--- src/rtl/ppfifo_stream_source.sv ---
// ppfifo_stream_source: drains ready ping-pong FIFO blocks onto a registered
// valid/ready stream, flagging the final word of each block, and keeps
// block/word counters plus a per-block XOR checksum for host status.
module ppfifo_stream_source #(
  parameter int unsigned DATA_WIDTH = 32,
  parameter int unsigned SIZE_WIDTH = 24
) (
  input  logic                  clk,
  input  logic                  rst,
  input  logic                  i_enable,
  input  logic                  i_rd_rdy,
  output logic                  o_rd_act,
  input  logic [SIZE_WIDTH-1:0] i_rd_size,
  output logic                  o_rd_stb,
  input  logic [DATA_WIDTH-1:0] i_rd_data,
  output logic                  o_axis_valid,
  input  logic                  i_axis_ready,
  output logic [DATA_WIDTH-1:0] o_axis_data,
  output logic                  o_axis_last,
  output logic                  o_busy,
  output logic [31:0]           o_block_count,
  output logic [31:0]           o_word_count,
  output logic [DATA_WIDTH-1:0] o_checksum
);

  localparam int unsigned CNT_WIDTH = 32;

  localparam logic [1:0] IDLE    = 2'd0;
  localparam logic [1:0] READ    = 2'd1;
  localparam logic [1:0] RELEASE = 2'd2;

  logic [1:0]            state, state_n;
  logic [SIZE_WIDTH-1:0] size, size_n;
  logic [SIZE_WIDTH-1:0] rd_cnt, rd_cnt_n;
  logic [DATA_WIDTH-1:0] run_xor, run_xor_n;
  logic                  act_n;
  logic                  valid_n;
  logic [DATA_WIDTH-1:0] data_n;
  logic                  last_n;
  logic                  busy_n;
  logic [CNT_WIDTH-1:0]  block_count_n;
  logic [CNT_WIDTH-1:0]  word_count_n;
  logic [DATA_WIDTH-1:0] checksum_n;
  logic                  free_c;
  logic                  accept_c;

  // Next-state, pop strobe and next values for every registered output
  always_comb begin
    state_n       = state;
    size_n        = size;
    rd_cnt_n      = rd_cnt;
    run_xor_n     = run_xor;
    act_n         = o_rd_act;
    data_n        = o_axis_data;
    last_n        = o_axis_last;
    block_count_n = o_block_count;
    word_count_n  = o_word_count;
    checksum_n    = o_checksum;
    o_rd_stb      = 1'b0;
    free_c        = !o_axis_valid || i_axis_ready;
    accept_c      = o_axis_valid && i_axis_ready;
    valid_n       = accept_c ? 1'b0 : o_axis_valid;

    case (state)
      IDLE: begin
        if (i_enable && i_rd_rdy && !o_rd_act) begin
          act_n    = 1'b1;
          size_n   = i_rd_size;
          rd_cnt_n = '0;
          state_n  = READ;
        end
      end
      READ: begin
        if (rd_cnt == size) begin
          state_n = RELEASE;
        end else if (free_c) begin
          o_rd_stb = 1'b1;
          data_n   = i_rd_data;
          valid_n  = 1'b1;
          last_n   = (rd_cnt == size - SIZE_WIDTH'(1));
          rd_cnt_n = rd_cnt + SIZE_WIDTH'(1);
        end
      end
      RELEASE: begin
        act_n   = 1'b0;
        state_n = IDLE;
      end
      default: begin
        act_n   = 1'b0;
        state_n = IDLE;
      end
    endcase

    // Running XOR restarts after each last-word acceptance, i.e. where the
    // next block's deliveries begin, even if that block was activated early.
    if (accept_c) begin
      word_count_n = o_word_count + CNT_WIDTH'(1);
      if (o_axis_last) begin
        block_count_n = o_block_count + CNT_WIDTH'(1);
        checksum_n    = run_xor ^ o_axis_data;
        run_xor_n     = '0;
      end else begin
        run_xor_n = run_xor ^ o_axis_data;
      end
    end

    busy_n = (state_n != IDLE) || valid_n;
  end

  // State and output registers with synchronous active-low reset
  always_ff @(posedge clk) begin
    if (!rst) begin
      state         <= IDLE;
      size          <= '0;
      rd_cnt        <= '0;
      run_xor       <= '0;
      o_rd_act      <= 1'b0;
      o_axis_valid  <= 1'b0;
      o_axis_data   <= '0;
      o_axis_last   <= 1'b0;
      o_busy        <= 1'b0;
      o_block_count <= '0;
      o_word_count  <= '0;
      o_checksum    <= '0;
    end else begin
      state         <= state_n;
      size          <= size_n;
      rd_cnt        <= rd_cnt_n;
      run_xor       <= run_xor_n;
      o_rd_act      <= act_n;
      o_axis_valid  <= valid_n;
      o_axis_data   <= data_n;
      o_axis_last   <= last_n;
      o_busy        <= busy_n;
      o_block_count <= block_count_n;
      o_word_count  <= word_count_n;
      o_checksum    <= checksum_n;
    end
  end

endmodule

--- config.mk ---
export PLATFORM = sky130hd
export DESIGN_NAME = ppfifo_stream_source
export DESIGN_NICKNAME = d
export VERILOG_FILES = /design/src/rtl/ppfifo_stream_source.sv
export SDC_FILE = /design/constraint.sdc
export NUM_CORES = 1
export LEC_CHECK = 0
export CORE_MARGIN = 4
export CORE_UTILIZATION = 50
export CTS_CLUSTER_SIZE = 12
export DETAILED_ROUTE_END_ITERATION = 16
export MAX_ROUTING_LAYER = met4
export PLACE_DENSITY = 0.75
export RECOVER_POWER = 100
export SLEW_MARGIN = 30
export SYNTH_ARGS = -nofsm -noshare
export SYNTH_HDL_FRONTEND = slang
export SYNTH_SLANG_ARGS = --single-unit
export TNS_END_PERCENT = 30
--- constraint.sdc ---
create_clock -name clk -period 3.1 [get_ports clk]
set_clock_uncertainty 0.15 [all_clocks]
set_input_delay 0.31 -clock clk [delete_from_list [all_inputs] [get_ports clk]]
set_output_delay 0.31 -clock clk [all_outputs]
set_load 0.05 [all_outputs]
==> results.py, run 1 <==
metrics = {
    "route": {
        "vias": 8810,
        "drt_first_pass_iters": 5,
        "drtAntennaViolNets": 0,
        "viasPerCell": 5.40,
        "wirelength_um": 25800,
        "drc": 0,
        "dr.first_iter.drc_count": 411,
        "wl_per_cell_um": 15.8,
    },
    "global_routing": {
        "grt_overflow": 0,
        "grt_pass1_wl_um": 42300,
        "grt_pass1_vias": 8402,
        "antenna_found_initial": 0,
        "grt_max_degree": 139,
        "grt_usage_pct": 21.9,
    },
    "logic_synthesis": {
        "synth_enable_flop_cells": 0,
        "synth_top_family_by_area": "simple AND/OR/NAND/NOR gates",
        "syn_area_sq_um": 10400,
        "synthXorXnorAreaFrac_pct": 8.19,
        "async_flop_share_pct": 0,
        "synth-compound-area-share_pct": 13.0,
        "synth_fp_nets": 1236,
        "yosysSeqAreaShare_pct": 41.3,
        "synthFlopType": "dfxtp_1",
        "synth_simple_gate_area_share_pct": 29.7,
        "syn-instance-count": 1171,
        "yosys_warnings": 0,
        "synth-seq-cells": 214,
        "synth_cell_types": 66,
        "syn-mean-instance-area_sq_um": 8.86,
        "synth_mux_area_share_pct": 3.59,
        "synth_fa_ha_area_share_pct": 0.482,
    },
    "power": {
        "p_sw_share_pct": 24.8,
        "p_leak_nw": 5.54,
        "pwr-share-seq_pct": 45.1,
        "p_comb_share_pct": 11.9,
        "ir_worst_vdd_mv": 0.316,
        "power.total_mw": 6.46,
        "p_per_area_nw_per_um2": 485,
        "internal_power_mw": 4.86,
        "power_switching_mw": 1.60,
        "p_clk_share_pct": 43.0,
    },
    "die": {
        "dieWidth_um": 152,
        "floorplan.initialDensity_pct": 51.1,
        "die_area_sq_um": 23100,
        "die_y_um": 152,
        "core_area_sq_um": 20300,
        "io_pins": 194,
        "num_rows": 52,
    },
    "clock_tree": {
        "cts_tree": "done",
        "clkLatencyLatePin_ns": 0.52,
        "cts_inserted_buffers": 24,
        "cts.sinks": 214,
        "root_buffer": "clkbuf_16",
        "cts_htree_levels": 1,
        "path_clk_slew_ns": 0.06,
        "clockBufferDepth": 3,
        "cts_hold_buf": 0,
    },
    "sta": {
        "fin_tns_setup_ns": 0,
        "timing.final.crit_share_pct": 97.0,
        "hold_viol": 0,
        "report.final.slew_viol_count": 0,
        "worst_slew_pin_slew_ns": 1.38,
        "finalCriticalPeriod_ns": 3.01,
        "slew_headroom_pct": 7.70,
        "fmax_ghz": 0.333,
        "finalSetupViolCount": 0,
        "grt_setup_unrepaired": "no",
    },
    "layout": {
        "antenna_cells": 0,
        "n_fill_cell": 1727,
        "final_nets": 1411,
        "area_delta_synth_final_pct": 28.3,
        "drive_above_1_share_pct": 9.70,
    },
    "setup_path": {
        "worstPathRequired_ns": 3.40,
        "cp-start-kind": "flip-flop",
        "rr_worst_depth": 8,
        "slowest_delay_ns": 0.58,
        "end_kind": "flip-flop",
        "crit_slowest_cell": "or4_4",
        "setup.worst_path.class": "reg2reg",
        "cp.arrival_ns": 3.31,
        "regToRegSetupSlack_ns": 0.09,
        "path_cells": "xnor2_2 > o2111ai_1 > or4_4 > o311ai_2 > clkbuf_1 > nor3_1 > a211o_1 > nand2_1",
        "crit_fanout": 15,
    },
    "min_path": {
        "hold_class": "in2reg",
        "whs_path_depth": 2,
    },
    "place": {
        "place_hpwl_um": 17800,
        "port-buffer-count": 193,
        "routabilityCongestion": 0.889,
    },
    "status": {
        "status": "complete, no violations",
    },
    "run": {
        "max-cap-violations": 0,
    },
}
## synthesized netlist by cell type, types with 5 or more instances
cell type    n  area share (%)
inv_1       12            0.43
and2_1      55             3.3
buf_1        5            0.18
nor2_1      30             1.1
nor3_1      18            0.87
a21boi_0    38             2.7
dfxtp_1    214              41
xnor2_1     83             7.0
or2_2       34             2.0
nand2_1     97             3.5
o211a_1     32             3.1
xor2_1      14             1.2
nand2b_1    66             4.0
and3_1      15            0.90
or4_1        5            0.36
mux2i_1     35             3.4
nor2b_1     72             4.3
nor4_1      14            0.84
nand3_1     64             3.1
or3_1       23             1.4
o21ai_0     21             1.0
a21oi_1     71             3.4
nand4_1     27             1.6
and4_1       8            0.68
clkbuf_1    48             1.7
## kinds of logic after synthesis
kind of cell	Yosys count
AOI/OAI and AO/OA	192
xor gates and xnor gates	97
adders and majority gates	4
buffers and inverters	80
DFF	214
muxes	37
and+or+nand+nor	547
## flip-flops by register name, summed over array words and instances, names as in the netlist
name           count
o_axis_data       32
o_block_count     32
o_checksum        32
o_word_count      32
run_xor           32
rd_cnt            24
size              24
state              2
o_axis_last        1
o_axis_valid       1
o_busy             1
o_rd_act           1
## power groups by stage
stage / registers [mW] / clock network (mW) / logic (mW)
5_1_grt: 2.92 / 2.96 / 0.848
4_1_cts: 2.91 / 2.84 / 0.775
3_5_place_dp: 2.97 / 0 / 0.764
6_report: 2.91 / 2.78 / 0.769
2_1_floorplan: 3.00 / 0 / 0.499
3_3_place_gp: 2.96 / 0 / 0.747
## path summary, 6_finish.rpt
| check | from | end |
|---|---|---|
| worst min-delay path | rst | size[7] |
| worst max-delay path | rd_cnt[4] | rd_cnt[20] |
| worst max register to register | rd_cnt[4] | rd_cnt[20] |
| worst min register to register | o_checksum[9] | o_checksum[9] |
## timing repair
item,4_1_cts,5_1_grt
setup buffers,0,2
pin swaps,0,2
endpoints found under the setup margin,1,1
resized for setup,10,17
endpoints found under the hold margin,0,0
## stage by stage
stage	hold WS [ns]	cells	worst slack [ns]	instance area [sq um]	util [%]
after floorplan	0.305	1171	0.241	10400	-
after global placement	0.326	1588	0.323	12500	61.7
after detailed placement	0.337	1588	0.287	12500	61.7
after CTS	0.148	1629	0.0172	13300	65.6
final	0.164	1631	0.0940	13300	65.6
after global routing	0.184	1631	0.0153	13300	65.6
## metal layers
metal / routed length (um) / global-route usage, % / share of wire (%) / vias up
li1: - / - / - / 4411
met5: 0 / - / 0 / -
met4: 516 / 5.09 / 2.0 / 0
met2: 11800 / 35.1 / 46 / 243
met3: 1400 / 3.41 / 5.4 / 39
met1: 12100 / 29.3 / 47 / 4117
## layout make-up
type                    count  area [sq um]  share of cell area [%]
clock buffers              33           706                    5.30
clock inverters             8          65.1                   0.489
inverters                  12          45.0                   0.338
multi-input cells         877          5770                    43.4
flip-flops and latches    214          4300                    32.3
well taps                 270           338                    2.54
repair buffers            217          2090                    15.7
## cells in the final DEF (no fill, tap or decap), drive strengths merged, types with 3 or more instances in the layout
master and instances:
nand3 64, nor4 15, nor2 30, o211a 32
clkdlybuf4s50 59, nand2 97, dfxtp 214, and3 15
a21oi 71, nor3 18, dlygate4sd3 131, and2 55
nand4b 3, or3 23, inv 12, a21boi 40
xor2 14, mux2i 35, nand4 27, nor2b 72
clkbuf 48, ha 4, a31oi 3, o21ai 22
or2 35, or4 9, and4 8, xnor2 83
nand2b 66, o311ai 3, buf 12, clkinv 7
## worst max-delay path: cells and delay by family (launching register included)
family	cells	cell delay [ns]
xor+xnor	1	0.17
simple gates	3	0.84
flops	1	0.43
buf+inv	1	0.56
compound gates	3	0.79
Note: power is estimated with default switching activity, not from simulation.
==> run 2, diff against run 1 <==
REMOVE_ABC_BUFFERS = 1   (was unset)
==> results.py, run 2 (synthesis results as in run 1) <==
metrics = {
    "layout": {
        "stdcell_count": 1633,
        "drive_above_1_share_pct": 9.90,
        "antenna_cells": 0,
        "final_cell_mix": "202 x dfxtp_1, 115 x dlygate4sd3_1, 97 x nand2_1, 76 x clkdlybuf4s50_1, 72 x nor2b_1",
        "final_nets": 1414,
        "area_delta_synth_final_pct": 28.7,
        "final_common_cell": "dfxtp_1",
    },
    "global_routing": {
        "met2_usage_pct": 34.9,
        "use_met1_pct": 27.1,
        "busiest_layer": "met2",
        "antenna_found_initial": 0,
        "grt_use_met3_pct": 5.80,
        "grt_usage_pct": 21.8,
        "grt_pass1_wl_um": 42300,
        "grt_pass1_vias": 8386,
        "grt_overflow": 0,
        "grt_max_degree": 112,
    },
    "sta": {
        "fmax_ghz": 0.336,
        "slew_headroom_pct": 6.89,
        "report.final.slew_viol_count": 0,
        "finalSetupViolCount": 0,
        "hold_viol": 0,
        "finalCriticalPeriod_ns": 2.97,
        "grt_setup_unrepaired": "no",
        "worst_slack_ns": 0.126,
        "worst_slew_pin_slew_ns": 1.40,
        "timing.final.crit_share_pct": 95.9,
    },
    "power": {
        "p_per_area_nw_per_um2": 477,
        "power.total_mw": 6.38,
        "ir_worst_vdd_mv": 0.456,
        "p_leak_nw": 5.50,
    },
    "place": {
        "port-buffer-count": 193,
        "place_hpwl_um": 18000,
        "routabilityCongestion": 0.937,
        "dp_slack_ns": 0.250,
        "dp.cells": 1592,
    },
    "route": {
        "viasPerCell": 5.36,
        "drc": 0,
        "wl_per_cell_um": 15.5,
        "wirelength_um": 25300,
        "drt_first_pass_iters": 4,
        "vias": 8750,
        "dr.first_iter.drc_count": 497,
        "drtAntennaViolNets": 0,
    },
    "die": {
        "dieWidth_um": 152,
        "num_rows": 52,
        "die_y_um": 152,
        "io_pins": 194,
        "die_area_sq_um": 23100,
        "core_area_sq_um": 20300,
        "floorplan.initialDensity_pct": 51.1,
    },
    "setup_path": {
        "rr_worst_depth": 6,
        "regToRegSetupSlack_ns": 0.29,
        "worstPathRequired_ns": 2.64,
        "cp.arrival_ns": 2.51,
        "end_kind": "output port",
        "timing.rr.start": "o_axis_last",
        "cp-start-kind": "flip-flop",
        "setup.worst_path.class": "reg2out",
        "timing.rr.end": "o_block_count[8]",
        "crit_fanout": 4,
    },
    "clock_tree": {
        "cts.sinks": 214,
        "clockBufferDepth": 3,
        "path_clk_slew_ns": 0.06,
        "cts_tree": "done",
        "cts_inserted_buffers": 24,
        "root_buffer": "clkbuf_16",
        "clkLatencyLatePin_ns": 0.51,
        "cts_htree_levels": 1,
    },
    "min_path": {
        "hold_end": "o_busy",
        "whs_path_depth": 2,
        "hold_class": "in2reg",
        "min_from": "rst",
    },
    "status": {
        "status": "complete, no violations",
    },
    "run": {
        "max-cap-violations": 0,
    },
}
==> run 2: worst max-delay path, stage by stage, from the launching register on <==
cell and delay (ns):
dfxtp_1 0.46, xnor2_2 0.17, o2111ai_1 0.19, or4_4 0.57, o31ai_4 0.21, or2_4 0.18
inv_1 0.07, buf_12 0.15
==> run 2: final cells by class <==
type	count	area, sq um
clock buffer	32	661
sequential	214	4300
timing repair buffer	220	2130
multi-input combinational	877	5800
fill	1726	6950
tap	270	338
inverter	12	45.0
clock inverter	8	82.6
==> run 2: where the power goes <==
group	switching [mW]	internal [mW]	leakage [nW]
combinational	0.405	0.372	3.40
clock	1.11	1.58	0.364
sequential	0.0775	2.83	1.74
total	1.60	4.78	5.50
==> run 2: what timing repair did <==
action | CTS | global route
pin swaps | 0 | 1
buffers inserted | 0 | 1
hold buffers | 0 | 0
gates resized for setup | 9 | 18
setup endpoints to repair | 1 | 1
==> run 2: stage by stage <==
step	setup TNS [ns]	instance area [sq um]	utilization (%)	hold slack, ns
finish	0	13400	65.8	0.135
global route	0	13400	65.8	0.150
CTS	0	13300	65.6	0.115
detailed placement	0	12500	61.8	0.335
global placement	0	12500	61.8	0.325
floorplan	-37.79	10000	-	0.278
==> run 2: metal layers <==
metal	part of all wire, %	wire length, um	vias up
li1	-	-	4410
met1	45	11300	4067
met2	46	11600	223
met3	6.9	1760	50
met4	2.6	656	0
met5	0	0	-
==> run 2: how the worst max path moves through the flow <==
stage	from	to	slack, ns
after floorplan	o_axis_last	o_block_count[24]	-1.24
after global placement	i_enable	rd_cnt[11]	0.30
after detailed placement	i_enable	rd_cnt[13]	0.25
after CTS	rd_cnt[20]	o_rd_stb	0.0002
after global routing	rd_cnt[0]	o_rd_stb	0.02
final	rd_cnt[4]	o_rd_stb	0.13
